$ cat src/rtl/turn_signal_sequencer.sv
// Turn-signal sequencer: synchronizes/arbitrates driver switches and strobes the light FSM.
// Optional input debounce filter is compiled in with `define TURN_SIGNAL_DEBOUNCE_EN.
module turn_signal_sequencer #(
  parameter int TICK_DIV        = 12_500_000,
  parameter int DRAIN_STEPS     = 3,
  parameter int DEBOUNCE_CYCLES = 500_000
) (
  input  logic       clock,
  input  logic       reset,
  input  logic       left_req,
  input  logic       right_req,
  input  logic       hazard_req,
  input  logic       clear_req,
  output logic [3:0] stimulus,
  output logic       enable,
  output logic       busy,
  output logic [2:0] state_dbg
);
  localparam int TW = $clog2(TICK_DIV);
  localparam int DW = (DRAIN_STEPS > 1) ? $clog2(DRAIN_STEPS) : 1;

  localparam logic [2:0] S_IDLE   = 3'd0;
  localparam logic [2:0] S_LEFT   = 3'd1;
  localparam logic [2:0] S_RIGHT  = 3'd2;
  localparam logic [2:0] S_HAZARD = 3'd3;
  localparam logic [2:0] S_DRAIN  = 3'd4;
  localparam logic [2:0] S_CLEAR  = 3'd5;

  // Request bit order: {clear, hazard, right, left}
  logic [3:0] raw, sync1, sync2, req;
  assign raw = {clear_req, hazard_req, right_req, left_req};

  always_ff @(posedge clock) begin
    if (!reset) begin
      sync1 <= '0;
      sync2 <= '0;
    end else begin
      sync1 <= raw;
      sync2 <= sync1;
    end
  end

`ifdef TURN_SIGNAL_DEBOUNCE_EN
  localparam int BW = (DEBOUNCE_CYCLES > 1) ? $clog2(DEBOUNCE_CYCLES) : 1;
  for (genvar i = 0; i < 4; i++) begin : g_db
    logic [BW-1:0] cnt;
    logic          filt;
    // Counts consecutive cycles the input disagrees with the filtered value.
    always_ff @(posedge clock) begin
      if (!reset) begin
        cnt  <= '0;
        filt <= 1'b0;
      end else if (sync2[i] == filt) begin
        cnt <= '0;
      end else if (cnt == BW'(DEBOUNCE_CYCLES - 1)) begin
        cnt  <= '0;
        filt <= sync2[i];
      end else begin
        cnt <= cnt + BW'(1);
      end
    end
    assign req[i] = filt;
  end
`else
  // No filter: DEBOUNCE_CYCLES is a non-negative count, so the mask is all ones.
  assign req = sync2 & {4{DEBOUNCE_CYCLES >= 0}};
`endif

  logic lreq, rreq, haz, clr;
  assign {clr, haz, rreq, lreq} = req;

  logic [2:0]    state, arb, nxt;
  logic [TW-1:0] tick, tick_nxt;
  logic [DW-1:0] drain_cnt, drain_nxt;
  logic          clear_cnt, clear_nxt;

  function automatic logic is_active(input logic [2:0] s);
    return (s == S_LEFT) || (s == S_RIGHT) || (s == S_HAZARD) || (s == S_DRAIN);
  endfunction

  function automatic logic [3:0] encode(input logic [2:0] s);
    case (s)
      S_LEFT:   return 4'b0111;
      S_RIGHT:  return 4'b1110;
      S_HAZARD: return 4'b1011;
      S_CLEAR:  return 4'b1101;
      default:  return 4'b1111;
    endcase
  endfunction

  always_comb begin
    arb = S_IDLE;
    if (clr) begin
      arb = S_CLEAR;
    end else if (state == S_CLEAR) begin
      arb = clear_cnt ? S_IDLE : S_CLEAR;
    end else if (haz) begin
      arb = S_HAZARD;
    end else begin
      case (state)
        S_LEFT:   arb = lreq ? S_LEFT : S_DRAIN;
        S_RIGHT:  arb = rreq ? S_RIGHT : S_DRAIN;
        S_HAZARD: arb = S_DRAIN;
        S_IDLE, S_DRAIN: begin
          if (lreq)      arb = S_LEFT;
          else if (rreq) arb = S_RIGHT;
          else if (state == S_DRAIN && !enable && drain_cnt == DW'(DRAIN_STEPS - 1))
            arb = S_IDLE;
          else           arb = state;
        end
        default:  arb = S_IDLE;
      endcase
    end
  end

  always_comb begin
    nxt = arb;
    // Hold the code steady across the low strobe: a change landing on a step edge waits one cycle.
    if (is_active(state) && is_active(arb) && arb != state && tick == TW'(TICK_DIV - 2))
      nxt = state;

    tick_nxt = '0;
    if (is_active(nxt)) begin
      if (!is_active(state))                  tick_nxt = TW'(TICK_DIV - 2);
      else if (tick == TW'(TICK_DIV - 1))     tick_nxt = '0;
      else                                    tick_nxt = tick + TW'(1);
    end

    drain_nxt = '0;
    if (nxt == S_DRAIN && state == S_DRAIN)
      drain_nxt = enable ? drain_cnt : drain_cnt + DW'(1);

    clear_nxt = (nxt == S_CLEAR) && (state == S_CLEAR) && !clr;
  end

  always_ff @(posedge clock) begin
    if (!reset) begin
      state     <= S_IDLE;
      tick      <= '0;
      drain_cnt <= '0;
      clear_cnt <= 1'b0;
      stimulus  <= 4'b1111;
      enable    <= 1'b1;
    end else begin
      state     <= nxt;
      tick      <= tick_nxt;
      drain_cnt <= drain_nxt;
      clear_cnt <= clear_nxt;
      stimulus  <= encode(nxt);
      enable    <= !(is_active(nxt) && tick_nxt == TW'(TICK_DIV - 1));
    end
  end

  assign busy      = (state != S_IDLE);
  assign state_dbg = state;
endmodule

$ cat config.mk
export PLATFORM = sky130hd
export DESIGN_NAME = turn_signal_sequencer
export DESIGN_NICKNAME = d
export VERILOG_FILES = /design/src/rtl/turn_signal_sequencer.sv
export SDC_FILE = /design/constraint.sdc
export NUM_CORES = 1
export LEC_CHECK = 0
export CORE_MARGIN = 2
export CORE_UTILIZATION = 58
export DETAILED_ROUTE_END_ITERATION = 16
export HOLD_SLACK_MARGIN = 0.03
export MAX_ROUTING_LAYER = met4
export PLACE_DENSITY_LB_ADDON = 0.15
export SLEW_MARGIN = 15
export SYNTH_ARGS = -nofsm -noshare
export SYNTH_HDL_FRONTEND = slang
export SYNTH_SLANG_ARGS = --single-unit
$ cat constraint.sdc
create_clock -name clock -period 2.9 [get_ports clock]
set_input_delay 0.435 -clock clock [delete_from_list [all_inputs] [get_ports clock]]
set_output_delay 0.435 -clock clock [all_outputs]
set_load 0.02 [all_outputs]
==> results of run 1 <==
[synth_stat cells (all sizes together), types with 3 or more instances]
cell and instances:
nand4 11, a31oi 3, buf 4, nor3 4, nor4 4, xor2 7
nor2 36, o21ai 8, o21bai 3, clkbuf 11, nand3 9, and2 11
or3 4, and3 6, inv 9, ha 3, and4 3, a21oi 18
nor2b 10, dfxtp 43, nand2 14, xnor2 17
[placed cells by master (no fill, tap or decap), types with 2 or more instances in the layout]
cell and instances:
inv_1 9, nand2_1 14, o21ai_1 2, or4b_1 2
nor3b_1 2, a221oi_1 2, and3b_1 2, a31oi_1 3
o21ai_0 6, nand4b_1 2, buf_4 3, nor4_1 4
dfxtp_1 43, nor2b_1 10, nor2_1 36, and4_1 2
or3_1 3, clkbuf_8 5, o21bai_1 3, and2_1 11
nand4_1 10, and3_1 6, o31ai_1 2, mux2i_1 2
xnor2_1 17, clkdlybuf4s50_1 14, ha_1 3, nand3_1 8
nor3_1 3, xor2_1 7, a21oi_1 18
[per-layer routing]
layer	routed length (um)	part of all wire, %
met5	0	0
met1	2230	47
met2	2190	46
met3	274	5.7
met4	80	1.7
[kinds of logic (layout without fill, tap and decap cells)]
kind of cell               Yosys count  after routing  share of synthesized area, %
buffers and inverters               24             34                          4.81
adders and majority gates            3              3                          1.68
DFF                                 43             43                          38.5
xor gates and xnor gates            24             24                          9.40
and+or+nand+nor                    124            124                          31.8
AOI/OAI and AO/OA                   45             45                          12.4
muxes                                3              3                          1.40
[power by group]
part | switching [mW] | total, mW | internal [mW]
Combinational | 0.110 | 0.205 | 0.0953
Sequential | 0.0570 | 0.688 | 0.631
Clock | 0.212 | 0.468 | 0.256
Total | 0.379 | 1.36 | 0.983
[sequential cells by signal, indices dropped and copies added (netlist names)]
signal     count
req            4
sync1          4
tick          24
state_dbg      3
clear_cnt      1
stimulus       4
enable         1
drain_cnt      2
[stage by stage]
stage	hold slack (ps)	utilization [%]
2_1_floorplan	412	-
5_1_grt	464	67.7
6_report	438	67.7
4_1_cts	436	67.7
3_3_place_gp	415	64.7
3_5_place_dp	417	64.7
[final timing paths]
check / startpoint / end / cells after the start
worst min register to register: sync1[1] / req[1] / 1
worst max-delay path: state_dbg[2] / tick[9] / 7
worst max register to register: state_dbg[2] / tick[9] / 7
worst min-delay path: sync1[1] / req[1] / 1
[worst register-to-register path, stage by stage, from the launching register on]
cell and delay, ps:
dfxtp_1 550, or3b_2 500, nor3_1 260, a21oi_1 80
a21boi_0 180, o21ai_1 100, or3_1 540, nor2_1 210
[area by class of cell]
| cell class | count | area, sq um | area share [%] |
|---|---|---|---|
| multi-input cells | 199 | 1270 | 50.8 |
| flip-flops and latches | 43 | 861 | 34.5 |
| repair buffers | 17 | 163 | 6.51 |
| clock buffers | 5 | 68.8 | 2.76 |
| well taps | 48 | 60.1 | 2.40 |
| clock inverters | 3 | 43.8 | 1.75 |
| inverters | 9 | 33.8 | 1.35 |
==> metrics.md, run 1 <==
| Metric | Value |
|---|---|
| First-pass GRT wire length | 8110 um |
| DRC Markers | 0 |
| Crit. End Element | register |
| Clock Path Buffers | 2 |
| Die Height | 66.1 um |
| Placed instance area | 2380 sq um |
| Final ANT Viol Nets | 0 |
| Finished Layout Cells | 324 |
| Syn nets | 275 |
| Grt met2 use | 35.9% |
| Largest net degree at the start of global routing | 16 |
| Synth area leaders | dfxtp_1 39%, xnor2_1 6.7%, nor2_1 6.0% |
| Final setup viols | 0 |
| Fraction of registers with async set/reset | 0% |
| Vias per cell | 5.89 |
| Post-CTS sizing | 0 |
| Die X | 66.1 um |
| Final wirelength | 4770 um |
| Leakage | 0.943 nW |
| Area delta synth->final | 11.7% |
| Fmax | 404 MHz |
| Ys flop type | dfxtp_1 |
| Grt ovf | 0 |
| Final WS setup | 423 ps |
| Htree depth | 2 |
| Skew final | 6.29 ps |
| Critical path, cell by cell | or3b_2, nor3_1, a21oi_1, a21boi_0, o21ai_1, or3_1, nor2_1 |
| Die ar. | 4370 sq um |
| Post-route design area | 2500 sq um |
| Slew Limit Fails | 0 |
| Fin. Hold Viols | 0 |
| GR peak layer | met2 |
| Skew-Pair Late Insertion Delay | 300 ps |
| Clock buffer count from CTS | 5 |
| Fraction of the cycle the final worst path needs | 85.4% |
| Register area share after synthesis | 38.5% |
| CTS Hold Bufs | 0 |
| Area of the core | 3690 sq um |
| Critical path arrival | 2710 ps |
| Layout cells sized above 1 | 6.88% |
| Rows | 22 |
| Layout net count | 284 |
| Post-synth EDFFs | 0 |
| Worst EP required | 3130 ps |
| Worst Tran Pin Value | 573 ps |
| Clock Sinks | 43 |
| Netlist cell types | 50 |
| Power Density | 545 nW/um^2 |
| WL/cell | 14.7 um |
| Setup Slack @ Placement | 477 ps |
| Reg-to-reg setup timing slack | 420 ps |
| CP max-delay cell | dfxtp_1 |
| First DRT Iteration DRCs | 151 |
| Total GRT Usage | 24.8% |
| Ports | 15 |
| Clock-pin transition on the worst setup and hold timing paths | 80 ps |
| Post-CTS Setup Bufs | 0 |
| Met3 usage | 5.96% |
| Avg Cell Area, Syn | 8.41 sq um |
| Top delay family on crit path | simple AND/OR/NAND/NOR gates |
| Placer Congestion | 0.890 |
| Slew margin rel. | 61.6% |
| Crit Path Category | register to register |
| Yosys warnings | 0 |
| FF+latch count, synth | 43 |
| WP buf/inv | 0 |
| Share of the synthesized area in the top cell type | 38.5% |
| CP startpoint kind | register |
| Max VDD drop | 0.000357 V |
| CP max FO | 12 |
| Total power draw | 1.36 mW |
| PortBufs | 14 |
| Cells after synthesis | 266 |
| Detailed Routing Iterations Pass 1 | 4 |
| Outcome | complete, no violations |
| Fin crit period | 2480 ps |
| Critical Path Max Stage Delay | 550 ps |
| # fillers | 321 |
| M1 GR Usage | 34.2% |
| Initial antenna violation count | 0 |
| Post-route setup TNS | 0 ps |
| HP Class | register to register |
| Synthesized area | 2240 sq um |
| MaxCap Viol Count | 0 |
| CTS Root Cell | clkbuf_8 |
| DP Wirelength | 3360 um |
| RSZ-0062 raised after global routing | false |
| Vias | 1,908 |
| N_diodes | 0 |
| CTS tree | done |
| Starting Density | 60.6% |
| Vias in the first global route | 1,722 |
| Post-synth top area cell | dfxtp_1 |
| Placed insts | 316 |
Power figures use the tool's default switching activity.
==> inputs of run 2 (changes only) <==
clock period = 2.4 ns   (was 2.9 ns; I/O delays follow)
==> metrics.md, run 2 (synthesis gave the netlist of run 1 again) <==
| Metric | Value |
|---|---|
| First-pass GRT wire length | 8350 um |
| WP buf/inv | 0 |
| Leakage | 1.04 nW |
| Skew-Pair Late Insertion Delay | 300 ps |
| Worst hold start | sync1[3] |
| Slew margin rel. | 76.6% |
| Fin crit period | 2310 ps |
| Ports | 15 |
| Final wirelength | 5120 um |
| Rows | 22 |
| Max VDD drop | 0.000495 V |
| Top delay family on crit path | simple AND/OR/NAND/NOR gates |
| RSZ-0062 raised after global routing | true |
| Final setup viols | 0 |
| Final Core Density | 71.9% |
| Critical path arrival | 2550 ps |
| Vias per cell | 5.78 |
| Placed insts | 333 |
| CP max FO | 4 |
| Max reg flops | 24 |
| Critical Path Max Stage Delay | 550 ps |
| # fillers | 302 |
| Detailed Routing Iterations Pass 1 | 4 |
| Post-route design area | 2650 sq um |
| Htree depth | 2 |
| Starting Density | 60.6% |
| CP max-delay cell | or4_4 |
| Placer Congestion | 0.884 |
| Crit Path Category | register to register |
| Post-route setup TNS | 0 ps |
| PortBufs | 14 |
| Worst hold slack | 439 ps |
| First DRT Iteration DRCs | 121 |
| Most common cell after layout, fill and taps aside | dfxtp_1 |
| Worst Tran Pin Value | 348 ps |
| Clock Sinks | 43 |
| Area delta synth->final | 18.7% |
| Hold path depth | 1 |
| Critical path, cell by cell | or4_1, or4_4, nor3_4, o21ai_1, a221o_1, nor2b_1, nand4_1 |
| Slew Limit Fails | 0 |
| Largest net degree at the start of global routing | 16 |
| Clock-pin transition on the worst setup and hold timing paths | 80 ps |
| Final WS setup | 92.3 ps |
| Area of the core | 3690 sq um |
| Most frequent cells in the layout | 43 x dfxtp_1, 35 x nor2_1, 20 x buf_4 |
| HP Class | register to register |
| Vias in the first global route | 1,790 |
| Total power draw | 1.69 mW |
| Finished Layout Cells | 341 |
| DP Wirelength | 3700 um |
| Layout net count | 301 |
| Worst Setup SP | tick[5] |
| Layout cells sized above 1 | 14.0% |
| Die ar. | 4370 sq um |
| DRC Markers | 0 |
| Reg-to-reg endpoint | enable |
| Power Density | 636 nW/um^2 |
| Crit. End Element | register |
| Crit. path cell count | 7 |
| Placed instance area | 2510 sq um |
| Fraction of the cycle the final worst path needs | 96.2% |
| Die Height | 66.1 um |
| Final ANT Viol Nets | 0 |
| Reg-to-reg setup timing slack | 90 ps |
| Reg2Reg Depth | 7 |
| N_diodes | 0 |
| Initial antenna violation count | 0 |
| Worst EP required | 2640 ps |
| CTS tree | done |
| Post-CTS Setup Bufs | 0 |
| Fin. Hold Viols | 0 |
| Skew final | 5.75 ps |
| WL/cell | 15.0 um |
| R2R Path Start | tick[5] |
| Setup Slack @ Placement | 78.8 ps |
| CP startpoint kind | register |
| MaxCap Viol Count | 0 |
| Reg with most FFs | tick |
| Total GRT Usage | 25.9% |
| Grt ovf | 0 |
| Outcome | complete, no violations |
| Fmax | 433 MHz |
| Vias | 1,972 |
| CTS Root Cell | clkbuf_8 |
| Die X | 66.1 um |
| Clock Path Buffers | 2 |
| Hold Path End | req[3] |
| Clock buffer count from CTS | 5 |
-- run 2: cell count changes in the layout (fill, tap and decap cells not counted), sizes merged --
cell | previous run | this run
buf | 3 | 20
clkinv | 2 | 1
clkbuf | 5 | 6
-- run 2: layout make-up --
type | count | area, sq um | share of cell area, %
Clock buffer | 6 | 82.6 | 3.11
Clock inverter | 2 | 35.0 | 1.32
Inverter | 9 | 33.8 | 1.27
Multi-Input combinational cell | 199 | 1290 | 48.7
Sequential cell | 43 | 861 | 32.4
Tap cell | 48 | 60.1 | 2.26
Timing Repair Buffer | 34 | 290 | 10.9
-- run 2: timing repair --
| action | in CTS | in global routing |
|---|---|---|
| gates resized for setup | 0 | 5 |
| setup endpoints to repair | 0 | 5 |
| hold buffers | 0 | 0 |
-- run 2: routing by layer --
metal	up-vias	share of wire (%)	track usage (%)
met5	-	0	-
met4	0	1.3	8.67
met3	7	5.8	4.77
met2	71	44	37.0
met1	914	49	36.8
li1	980	-	-
-- run 2: power by group --
part           switching [mW]  total [mW]  internal (mW)
Combinational           0.150       0.281          0.132
Sequential             0.0560       0.819          0.763
Clock                   0.252       0.588          0.337
-- run 2: worst max-delay path by stage --
stage,slack [ps],to
5_1_grt,-40,enable
2_1_floorplan,80,enable
4_1_cts,50,enable
6_report,90,enable
3_3_place_gp,120,enable
3_5_place_dp,80,enable
